===== config.mk =====
export PLATFORM = sky130hd
export DESIGN_NAME = serial_adder_ctrl
export DESIGN_NICKNAME = d
export VERILOG_FILES = /design/src/rtl/serial_adder_ctrl.sv
export SDC_FILE = /design/constraint.sdc
export NUM_CORES = 1
export LEC_CHECK = 0
export CAP_MARGIN = 20
export CORE_MARGIN = 10
export CORE_UTILIZATION = 30
export CTS_CLUSTER_SIZE = 10
export DETAILED_ROUTE_END_ITERATION = 8
export GPL_ROUTABILITY_DRIVEN = 0
export PLACE_DENSITY_LB_ADDON = 0.05
export SYNTH_ARGS = -nofsm -noshare
export SYNTH_HDL_FRONTEND = slang
export SYNTH_SLANG_ARGS = --single-unit

===== constraint.sdc =====
create_clock -name clk -period 2.72 [get_ports clk]
set_input_delay 0.544 -clock clk [delete_from_list [all_inputs] [get_ports clk]]
set_output_delay 0.544 -clock clk [all_outputs]
set_load 0.02 [all_outputs]

===== src/rtl/serial_adder_ctrl.sv =====
// Bit-serial LSB-first adder: one full_adder cell reused over WIDTH cycles.
// Optional signed-overflow output enabled by defining SERIAL_ADD_OVF_EN.

module full_adder (
    input  logic a,
    input  logic b,
    input  logic cin,
    output logic s,
    output logic cout
);
    assign s    = a ^ b ^ cin;
    assign cout = (a & b) | (cin & (a ^ b));
endmodule

module serial_adder_ctrl #(
    parameter int WIDTH = 8
) (
    input  logic             clk,
    input  logic             rst_n,
    input  logic             start,
    input  logic [WIDTH-1:0] a,
    input  logic [WIDTH-1:0] b,
    input  logic             cin,
    output logic             busy,
    output logic             done,
    output logic [WIDTH-1:0] sum,
`ifdef SERIAL_ADD_OVF_EN
    output logic             ovf,
`endif
    output logic             cout
);
    localparam int CW = (WIDTH > 1) ? $clog2(WIDTH) : 1;

    typedef enum logic [1:0] {
        IDLE,
        RUN,
        DONE
    } state_t;

    state_t           state;
    state_t           state_nx;
    logic [WIDTH-1:0] op_a;
    logic [WIDTH-1:0] op_b;
    logic [WIDTH-1:0] res;
    logic             carry;
    logic [CW-1:0]    cnt;
    logic             last;
    logic             fa_s;
    logic             fa_c;

    full_adder u_fa (
        .a    (op_a[0]),
        .b    (op_b[0]),
        .cin  (carry),
        .s    (fa_s),
        .cout (fa_c)
    );

    assign last = (cnt == CW'(WIDTH - 1));

    always_ff @(posedge clk or negedge rst_n) begin
        if (!rst_n) state <= IDLE;
        else        state <= state_nx;
    end

    always_comb begin
        state_nx = state;
        busy     = 1'b0;
        done     = 1'b0;
        unique case (state)
            IDLE: if (start) state_nx = RUN;
            RUN: begin
                busy = 1'b1;
                if (last) state_nx = DONE;
            end
            DONE: begin
                busy     = 1'b1;
                done     = 1'b1;
                state_nx = IDLE;
            end
            default: state_nx = IDLE;
        endcase
    end

    always_ff @(posedge clk or negedge rst_n) begin
        if (!rst_n) begin
            op_a  <= '0;
            op_b  <= '0;
            res   <= '0;
            carry <= 1'b0;
            cnt   <= '0;
            sum   <= '0;
            cout  <= 1'b0;
        end else begin
            unique case (state)
                IDLE: begin
                    if (start) begin
                        op_a  <= a;
                        op_b  <= b;
                        carry <= cin;
                        cnt   <= '0;
                    end
                end
                RUN: begin
                    res   <= {fa_s, res[WIDTH-1:1]};
                    op_a  <= op_a >> 1;
                    op_b  <= op_b >> 1;
                    carry <= fa_c;
                    if (!last) cnt <= cnt + CW'(1);
                    // Publish straight from the adder so the result is valid in DONE
                    if (last) begin
                        sum  <= {fa_s, res[WIDTH-1:1]};
                        cout <= fa_c;
                    end
                end
                default: ;
            endcase
        end
    end

`ifdef SERIAL_ADD_OVF_EN
    // Carry into the MSB is the held carry while the last bit is added
    always_ff @(posedge clk or negedge rst_n) begin
        if (!rst_n)                    ovf <= 1'b0;
        else if (state == RUN && last) ovf <= carry ^ fa_c;
    end
`endif

endmodule


==> results.ini, run 1 <==
[outcome]
status=complete, no violations

[synth]
synth_area_mm2=0.00176
synthCells=140
yosysTopAreaCell=dfrtp_1
synth_top_family_by_area=multiplexers
syn_area_per_cell_um2=12.6
ys.flop_type=dfrtp_1
synthTopCellsByCount=38 x dfrtp_1, 19 x nand2_1, 17 x mux2_2, 17 x mux2i_1, 14 x o21ai_0
seq_area_frac_synth=0.541
synth-seq-cells=38
synth_top_area_share=0.541
async_flop_share=1.00
synth_cell_type_count=22
synth_mux_area_frac=0.227
synth_fp_nets=168
synth-edff-count=0
synth_compound_area_frac=0.0697
synthTopCellsByArea=dfrtp_1 54%, mux2_2 11%, mux2i_1 9.7%
synth_warnings=0
synth_xor_area_frac=0
synthAdderAreaFrac=0.0612
synth-simple-area-share=0.0640
yosys.cell_count.top_type=dfrtp_1

[global_routing]
grt_usage=0.0804
grt_pass1_wl_um=5680
grt_pass1_vias=1177
grt_max_degree=39
antenna_found_initial=0
grt-ovfl-total=0

[critical_path]
worst-path-max-fanout=4
startpoint=state[0]
ff2ff_path_depth=5
r2r_end=op_b[6]
worstSetupPathType=reg -> out
startpoint_type=flip-flop
crit_path_end_kind=output pin
r2r_start=state[1]
cp_data_required_time_ns=2.18
r2r_slack_ns=0.85
arrival_ns=1.66
crit_path_end=busy

[clock_network]
cts_resized=0
post_cts_buffers=0
clk-insertion-delay-late_ns=0.29
root_buffer=clkbuf_8
cts_sinks=38
cts_buffers=5
postCtsHoldBufs=0
cts.path.max_buffers=2
cts_tree=done
cts_max_level=2
path_clk_slew_ns=0.07

[timing]
final_hold_viol_count=0
finalClockSkew_ns=0.00677
rsz0062_at_grt=false
finalSetupViolCount=0
setup_ws_ns=0.514
min_period_ns=2.21
tightest_slew_ns=0.860
whs_ns=0.353
fmax_mhz=453
slew_headroom=0.426
finalMaxSlewViolations=0
period_share=0.811
setup_tns_ns=0

[place]
dpl_worst_slack_ns=0.720
placed_cells=238
placed_cell_area_mm2=0.00212
place_hpwl_um=2440
place.port_buffers=30

[final_layout]
diodes=0
area_delta_synth_final_pct=28.6
multiInputGateArea_um2=742
fill_cells=558
drive_gt1_frac=0.201
seq_area_um2=951
finalInstanceArea_mm2=0.00226
instances_no_fill=246
final_nets=201
postLayoutCoreUtil=0.403

[die]
start_util=0.314
core_area_mm2=0.00561
die_y_um=96.6
fp.dieArea_mm2=0.00933
rows=27
num_io_pins=31
die_w_um=96.6

[power]
vdd_drop_max_uv=342
p_per_area_mw_per_mm2=1150
leakage_nw=1.03
power_mw=2.61

[hold_path]
hp-class=in -> async

[route]
drt-total-wl_um=3380
via_per_inst=4.44
drt_pass1_iterations=4
wire_per_inst_um=13.7
drc_errors=0
first_iter_violations=31
ant_nets=0
num_vias=1093

[run]
cap_violations=0

## cells by family after synthesis
kind of cell / after synthesis
buf+inv: 12
mux: 36
flops: 38
simple gates: 25
fa+ha+maj: 8
compound gates: 21
## state kept, by name, indices dropped and copies added (netlist names)
name,cells
cout,1
carry,1
op_b,8
op_a,8
sum,8
state,2
cnt,3
res,7
## worst min-delay path by stage
stage                  from  endpoint  slack [ns]  depth (start not counted)
global placement    op_a[7]   op_a[7]        0.47                          2
global route          rst_n     carry        0.43                          1
detailed placement  op_a[3]   op_a[3]        0.48                          2
floorplan             rst_n     carry        0.25                          0
CTS                   rst_n    res[1]        0.39                          1
finish                rst_n   op_a[6]        0.35                          1
## cell usage in the layout (no fill, tap or decap), drive strengths merged, types with 2 or more instances in the layout
cell type,synthesis,layout
dfrtp,38,38
mux2i,18,18
bufinv,0,2
nand2b,2,2
inv,5,5
clkdlybuf4s50,0,29
nand2,20,20
clkbuf,1,6
ha,7,7
mux2,18,18
o21ai,18,18
buf,6,4
## worst max-delay path: stages (launching register included)
cell and delay (ns):
dfrtp_1 0.39, inv_1 0.09, ha_1 0.29, clkdlybuf4s50_1 0.61
## power by group
group / switching (mW) / leakage [nW] / internal [mW]
combinational: 0.516 / 0.477 / 0.541
sequential: 0.141 / 0.486 / 0.816
clock: 0.203 / 0.0714 / 0.391
total: 0.859 / 1.03 / 1.75
## final cells by class
cell class              count  area share
clock inverters             2      0.0265
flip-flops and latches     38       0.420
well taps                  72      0.0398
clock buffers               6      0.0365
repair buffers             33       0.140
inverters                   5     0.00830
multi-input cells          90       0.328
## layer usage
metal,part of all wire,GRT usage
met1,0.44,0.0890
met4,0.017,0.0327
met5,0,0
met3,0.082,0.0416
met2,0.46,0.128
Note: power is estimated with default switching activity, not from simulation.
==> inputs of run 2 (changes only) <==
Clock period 2.72 ns to 2.2 ns, I/O delays scaled along.
==> run 2 against run 1 <==
Against the previous run:
- power is 19% higher
- sequential cell count unchanged
- clock power is 0.8% higher
- critical path type unchanged
==> results.ini, run 2 (synthesis results as in run 1) <==
[timing]
finalMaxSlewViolations=0
min_period_ns=2.11
period_share=0.959
slew_headroom=0.799
final_hold_viol_count=0
finalClockSkew_ns=0.00658
fmax_mhz=474
tightest_slew_ns=0.302
setup_tns_ns=0
finalSetupViolCount=0
rsz0062_at_grt=false

[global_routing]
grt_max_degree=35
antenna_found_initial=0
grtUsageMet3=0.0301
grt_pass1_vias=1192
grt_usage=0.0791
grt_pass1_wl_um=5710
gr-max-usage-layer=met2
use_met2=0.128
use_met1=0.0908
grt-ovfl-total=0

[power]
leakage_nw=1.03
intPower_mw=2.03
p_per_area_mw_per_mm2=1380
power_frac_comb=0.425
power_frac_seq=0.382
vdd_drop_max_uv=368
p_clk_frac=0.193
p_sw_frac=0.346
power_switching_mw=1.07

[critical_path]
cp_top_family=buffers and inverters
worstSetupPathType=reg -> out
ff2ff_path_depth=5
crit_cells=3
worst-path-max-fanout=4
r2r_slack_ns=0.52
worstPathCellList=inv_1 > ha_1 > clkdlybuf4s50_1
crit_path_end_kind=output pin
r2r_end=cnt[0]
path_buf_inv=2
max_stage_delay_ns=0.60
cpMaxStageDelayCell=clkdlybuf4s50_1
startpoint_type=flip-flop
arrival_ns=1.67
startpoint=state[0]
r2r_start=state[0]
cp_data_required_time_ns=1.76

[final_layout]
area_delta_synth_final_pct=28.2
reg_top3=op_a x8, op_b x8, sum x8
final_nets=204
diodes=0
final_common_cell=dfrtp_1
drive_gt1_frac=0.215
finalInstanceArea_mm2=0.00226
layout_common_cells=38 x dfrtp_1, 29 x clkdlybuf4s50_1, 19 x nand2_1

[die]
rows=27
num_io_pins=31
die_y_um=96.6
core_area_mm2=0.00561
fp.dieArea_mm2=0.00933
die_w_um=96.6
start_util=0.314

[route]
num_vias=1087
drt_pass1_iterations=2
drt-total-wl_um=3430
ant_nets=0
via_per_inst=4.37
first_iter_violations=15
wire_per_inst_um=13.8
drc_errors=0

[clock_network]
cts.path.max_buffers=2
cts_buffers=5
cts_max_level=2
postCtsHoldBufs=0
path_clk_slew_ns=0.08
clk-insertion-delay-late_ns=0.29
post_cts_buffers=0
cts_sinks=38
cts_resized=0
cts_tree=done
root_buffer=clkbuf_8

[place]
place.port_buffers=30
place_hpwl_um=2620
placed_cell_area_mm2=0.00214

[hold_path]
hp-class=in -> async

[run]
cap_violations=0

[outcome]
status=complete, no violations

==> run 2: area by class of cell <==
| cell class | count | area [µm²] |
|---|---|---|
| fillers | 569 | 3350 |
| repair buffers | 36 | 340 |
| multi-input cells | 90 | 742 |
| clock buffers | 5 | 68.8 |
| clock inverters | 3 | 45.0 |
| well taps | 72 | 90.1 |
| inverters | 5 | 18.8 |
| flip-flops and latches | 38 | 951 |
==> run 2: layer usage <==
layer	wire [µm]	part of all wire	vias up
met2	1590	0.46	24
li1	-	-	545
met5	0	0	-
met3	238	0.069	5
met4	57	0.017	0
met1	1540	0.45	513
==> run 2: through the flow <==
stage | utilization | power [mW] | hold WS (ns) | instances | setup slack (ns)
after CTS | 0.402 | 3.17 | 0.0230 | 249 | 0.0675
final | 0.402 | 3.10 | 0.0182 | 249 | 0.0909
after global routing | 0.402 | 3.35 | 0.0285 | 249 | 0.0149
after detailed placement | 0.382 | 2.56 | 0.348 | 241 | 0.291
after floorplan | - | 2.17 | 0.144 | 140 | 0.633
after global placement | 0.382 | 2.51 | 0.339 | 241 | 0.329
==> run 2: how the worst max path moves through the flow <==
stage,endpoint
after global routing,busy
after global placement,cnt[0]
final,busy
after detailed placement,cnt[0]
after CTS,busy
after floorplan,cnt[0]
==> run 2: power groups by stage <==
| stage | combinational [mW] | sequential, mW | clock, mW |
|---|---|---|---|
| after floorplan | 0.943 | 1.22 | 0 |
| after global placement | 1.32 | 1.19 | 0 |
| after detailed placement | 1.36 | 1.20 | 0 |
| after CTS | 1.36 | 1.19 | 0.619 |
| after global routing | 1.47 | 1.23 | 0.649 |
| final | 1.32 | 1.18 | 0.599 |
